## config.mk

```make
export PLATFORM = sky130hd
export DESIGN_NAME = pc_call_stack
export DESIGN_NICKNAME = d
export VERILOG_FILES = /design/src/rtl/pc_call_stack.sv
export SDC_FILE = /design/constraint.sdc
export NUM_CORES = 1
export LEC_CHECK = 0
export CAP_MARGIN = 20
export CORE_MARGIN = 3
export CORE_UTILIZATION = 34
export DETAILED_ROUTE_END_ITERATION = 12
export HOLD_SLACK_MARGIN = 0.06
export MAX_ROUTING_LAYER = met4
export PLACE_DENSITY = 0.53
export SETUP_SLACK_MARGIN = 0.05
export SLEW_MARGIN = 20
export SYNTH_ARGS = -nofsm -noshare
export SYNTH_HDL_FRONTEND = slang
export SYNTH_SLANG_ARGS = --single-unit
```

## constraint.sdc

```tcl
create_clock -name clk -period 2.7 [get_ports clk]
set_input_delay 0.54 -clock clk [delete_from_list [all_inputs] [get_ports clk]]
set_output_delay 0.54 -clock clk [all_outputs]
set_load 0.01 [all_outputs]
```

## src/rtl/pc_call_stack.sv

```systemverilog
// pc_call_stack: program counter with a LIFO return-address stack for CALL/RET.
module pc_call_stack #(
    parameter int A_WIDTH = 8,
    parameter int DEPTH = 4,
    parameter logic [A_WIDTH-1:0] RESET_VEC = '0
) (
    input  logic                     clk,
    input  logic                     clr,
    input  logic                     en,
    input  logic [2:0]               ctrl,
    input  logic [A_WIDTH-1:0]       ld_in,
    output logic [A_WIDTH-1:0]       out,
    output logic [$clog2(DEPTH):0]   sp,
    output logic                     full,
    output logic                     empty,
    output logic                     ovf,
    output logic                     unf
);
    localparam int IW = $clog2(DEPTH);
    localparam int SW = IW + 1;
    logic [A_WIDTH-1:0] stk [DEPTH];
    logic [A_WIDTH-1:0] out_n, rel, inc;
    logic [SW-1:0] sp_n;
    logic push, ovf_n, unf_n;
    assign full = sp == SW'(DEPTH);
    assign empty = sp == '0;
    assign rel = out + ld_in;
    assign inc = out + A_WIDTH'(1);
    always_comb begin
        out_n = out;
        sp_n = sp;
        push = 1'b0;
        ovf_n = ovf;
        unf_n = unf;
        if (en) begin
            case (ctrl)
                3'b001: out_n = rel;
                3'b010: out_n = inc;
                3'b011: out_n = ld_in;
                3'b100, 3'b110: begin
                    out_n = ctrl[1] ? rel : ld_in;
                    push = !full;
                    sp_n = full ? sp : sp + SW'(1);
                    ovf_n = ovf | full;
                end
                3'b101: begin
                    out_n = empty ? out : stk[IW'(sp - SW'(1))];
                    sp_n = empty ? sp : sp - SW'(1);
                    unf_n = unf | empty;
                end
                default: ;
            endcase
        end
    end
    always_ff @(posedge clk) begin
        if (clr) begin
            out <= RESET_VEC;
            sp <= '0;
            ovf <= 1'b0;
            unf <= 1'b0;
        end else begin
            out <= out_n;
            sp <= sp_n;
            ovf <= ovf_n;
            unf <= unf_n;
        end
    end
    // Return address is the PC after the call site; storage is never reset.
    always_ff @(posedge clk) begin
        if (push && !clr) stk[sp[IW-1:0]] <= inc;
    end
endmodule

```

-- Word level (Yosys, flattened, before mapping)
Memories as Yosys holds them, arrays and structs flattened.
Index checks and enable logic that the tools add are counted.
W data, S select, Z words.
- register bits after elaboration: 13
- RAM bits: 32
- input port bits: 14
- output and inout bits: 15
- logic and storage cells: 41
- memories kept: 1
- memory list (memory ; words ; width ; rd ports ; clocked after memory_dff ; wr ports ; line ; source):
    stk ; 4 ; 8 ; 1 ; 0 ; 1 ; 21 ; logic [A_WIDTH-1:0] stk [DEPTH];
- $add $sub $neg: 4
- eq/ne operators: 9
- mux-type cells: 10
- bitwise operators: 2
- reductions and logical operators: 11
- operator list (operator ; number):
    $pmux W8 S5 ; 1
    $mux W8 ; 2
    $eq A3 B3 Y1 const B ; 4
    $add A8 B1 Y8 const B ; 1
    $add A8 B8 Y8 ; 1
    $eq A3 B2 Y1 const B ; 2
    $mux W3 ; 2
    $pmux W3 S2 ; 1
    $reduce_bool A5 Y1 ; 1
    $mux W1 ; 4
    $ne A2 B2 Y1 const B ; 2
    $reduce_and A2 Y1 ; 2
    $reduce_and A4 Y1 ; 1
    $add A3 B1 Y3 const B ; 1
    $eq A3 B1 Y1 const B ; 1
    $logic_not A3 Y1 ; 1
    $reduce_and A3 Y1 ; 1
    $sub A3 B1 Y3 const B ; 1
    $logic_not A1 Y1 ; 2
    $or A1 B1 Y1 ; 2
    $reduce_bool A2 Y1 ; 1
    $reduce_or A2 Y1 ; 1
    $logic_and A1 B1 Y1 ; 1

-- Depth between registers and ports, before layout
- depth after elaboration: 7
- depth in mapped cells: 10
- mapped depth without buffers: 8

-- Worst setup path after synthesis
OpenSTA, ideal clock, no wires.
- path type: input -> register
- start: input port ld_in[0]
- end: register out[6]
- library setup time: 0.078 ns
- arrival: 2.285 ns
- data required time: 2.622 ns
- path slack: 0.337 ns
- cell stages on the path: 8
- buffers on the path: 0
- cells stage by stage: ha_1 -> fa_1 -> a21oi_1 -> o211ai_1 -> o21a_1 -> o31a_1 -> o2111a_1 -> nor3_1
- cells in the longest elaborated chain, start to end: 3
- ends and longest elaborated chain (what ; line ; source):
    start: declaration ; 11 ; input logic [A_WIDTH-1:0] ld_in,
    $add A8 B8 Y8 (*) ; 27 ; assign rel = out + ld_in;
    $mux W8 ; 41 ; out_n = ctrl[1] ? rel : ld_in;
    $pmux W8 S5 (*) ; 36 ; case (ctrl)
    end signal: assignment ; 62 ; out <= out_n;
    end: declaration ; 12 ; output logic [A_WIDTH-1:0] out,
Mark *: on every way between the ends. The rest lies on a longest branch, timed or not.
A chain may end at the register's enable or synchronous reset.

-- Final worst setup path
Same ends and word-level chain as after synthesis.

==> impl_metrics.toml <==
[synthesis]
yosys_warnings = 0
syn-instance-count = 247
synth-edff-count = 32
synth-seq-area-share_pct = 45.27
synth_fp_nets = 275
synth_cell_types = 50
ys.flop_type = "edfxtp_1"
synth-seq-cells = 45
synth_area_per_cell_um2 = 10.92
syn_area_um2 = 2698
synth-async-reset-ratio_pct = 0

[floorplan]
ios = 29
core_um2 = 7486
die_x_um = 95.08
die_y_um = 95.08
rows = 31
die-area_um2 = 9039
start_util_pct = 36.04

[worst_setup_path]
ff2ff_path_depth = 8
r2r-start = "out[1]"
cp-start-kind = "input port"
cp_max_fo = 3
cp_slowest_cell = "clkdlybuf4s50_1"
path_cells = "clkdlybuf4s50_1 > ha_2 > fa_1 > a21oi_2 > o211ai_1 > o21a_1 > o31a_1 > o2111a_1 > nor3_2"
endpoint_kind = "flip-flop"
crit_family = "compound AO/OA/AOI/OAI gates"
r2r_slack_ps = 510
critPathMaxStageDelay_ps = 470
cp_num_buf_inv = 1
crit_start = "ld_in[0]"
worst-path-stages = 9
criticalPathCategory = "in2reg"
reg2reg_to = "out[7]"
cp.arrival_ps = 2750
worstPathRequired_ps = 2930
crit_end = "out[6]"

[power_and_ir_drop]
clockPowerShare_pct = 29.6
power.leakage_nw = 1.272
p_int_mw = 1.245
ir_drop_mv = 0.2106
comb_power_share_pct = 24.3
p_per_area_nw_per_um2 = 501.7
p_seq_share_pct = 46.1
switching_share_pct = 27.49
p_sw_uw = 472.0

[sta]
finalMaxSlewViolations = 0
fin_worst_skew_ps = 4.655
hold_ws_ps = 485.9
hold_violations = 0
rsz0062_at_grt = "no"
setup_viol = 0
post-route-period-util_pct = 93.38
setup_ws_ps = 178.7
tightest_slew_ps = 469.0
slew_headroom_pct = 68.62
period_needed_ps = 2521
fmax_mhz = 396.6

[placed_design]
dpl_cell_area_um2 = 3294
port_buffers = 28
routabilityCongestion = 0.8835
hpwlAfterDp_um = 5170
placed_cells = 392
pre_cts_ws_ps = -247.1

[detailed_routing]
drt-total-wl_um = 6832
vias_per_cell = 5.198
drc = 0
vias = 2079
routedWlPerCell_um = 17.08
ant_nets = 0
dr.pass1.iters = 4
drt-initial-drc-count = 97

[cells_and_area]
most-common-layout-cells = "32 x edfxtp_1, 28 x clkdlybuf4s50_1, 28 x buf_4"
final_cell_count_no_fill = 400
syn_to_final_growth_pct = 26.86
final_area_um2 = 3422
layout_commonest_cell = "edfxtp_1"
diodes = 0
layout.nets = 328
drive_gt1_share_pct = 17.61

[cts]
root_buffer = "clkbuf_8"
worstSkewPairLatency_ps = 290
cts_tree = "done"
cts_hold_buf = 0
clockBufferDepth = 2
post_cts_resized = 0
clkSinkCount = 45
cts_setup_buffers = 0
cts_max_level = 2
clk_pin_slew_ps = 90
numCtsBuffers = 5

[outcome]
outcome = "completed"

[global_routing]
grt_usage_pct = 16.23
antenna_found_initial = 0
grt-ovfl-total = 0
grt_max_degree = 22
first_global_vias = 2008
grt_pass1_wl_um = 10770

[flow_run]
maxCapViolCount = 0

[min_path]
hold_class = "reg2reg"
-- layout make-up --
type,count,area [µm²]
Timing Repair Buffer,58,530.5
Fill cell,725,4064
Inverter,8,30.03
Tap cell,99,123.9
Clock inverter,3,41.29
Clock buffer,5,68.82
Sequential cell,45,1221
Multi-Input combinational cell,182,1406
-- Yosys cell counts (3+ instances only) --
| cell type | count | share of area (%) |
|---|---|---|
| a211oi_1 | 5 | 1.4 |
| a21oi_1 | 11 | 2.0 |
| a31oi_1 | 4 | 0.93 |
| a32o_1 | 3 | 1.1 |
| and2_1 | 6 | 1.4 |
| buf_2 | 3 | 0.56 |
| clkbuf_1 | 6 | 0.83 |
| dfxtp_1 | 13 | 9.6 |
| edfxtp_1 | 32 | 36 |
| ha_1 | 13 | 6.0 |
| inv_1 | 8 | 1.1 |
| mux2i_1 | 9 | 3.3 |
| mux4_2 | 8 | 6.7 |
| nand2_1 | 16 | 2.2 |
| nand2b_1 | 6 | 1.4 |
| nand3_1 | 6 | 1.1 |
| nor2_1 | 20 | 2.8 |
| nor2b_1 | 7 | 1.6 |
| nor3_1 | 3 | 0.56 |
| o211ai_1 | 5 | 1.4 |
| o21ai_0 | 15 | 2.8 |
| xnor2_1 | 8 | 2.6 |
| xor2_1 | 5 | 1.6 |
-- stage by stage --
step	power [mW]	util, %	setup TNS, ps
after floorplan	1.049	-	0
after detailed placement	1.221	44.01	-471.7
final	1.717	45.71	0
after global placement	1.219	44.01	-308.9
after CTS	1.732	45.48	0
after global routing	1.800	45.71	0
-- per-layer routing --
layer | part of all wire (%) | up-vias | track usage (%)
li1 | - | 1034 | -
met1 | 47 | 1003 | 20.98
met2 | 48 | 36 | 26.18
met3 | 4.2 | 6 | 2.447
met4 | 1.3 | 0 | 5.288
met5 | 0 | - | -
-- registers in the layout (all words and copies together), names as in the netlist --
| register | count |
|---|---|
| out | 8 |
| unf | 1 |
| ovf | 1 |
| sp | 3 |
| stk | 32 |
-- worst min-delay path, delay by kind of cell (launching register included) --
kind | cells | cell delay (ps)
flops | 1 | 340
simple gates | 1 | 70
compound gates | 1 | 40
-- power by group through the flow --
stage | clock, mW | combinational [mW] | sequential, mW
floorplan | 0 | 0.241 | 0.808
global placement | 0 | 0.413 | 0.807
detailed placement | 0 | 0.413 | 0.807
CTS | 0.524 | 0.416 | 0.791
global route | 0.547 | 0.458 | 0.795
finish | 0.508 | 0.418 | 0.791
-- worst min-delay path by stage --
stage,startpoint,end,depth (start not counted)
CTS,unf,unf,2
global placement,unf,unf,2
global route,ovf,ovf,2
detailed placement,ovf,ovf,2
finish,ovf,ovf,2
floorplan,ovf,ovf,2
-- cells by family (layout without fill, tap and decap cells) --
family          Yosys count  count (layout)  share of synthesized area, %
simple gates             72              72                         13.17
compound gates           64              64                         16.33
flops                    45              45                         45.27
buf+inv                  20              74                         3.246
mux                      19              19                         10.99
fa+ha+maj                14              14                         6.772
xor+xnor                 13              13                         4.221
(Power assumes the default switching activity.)
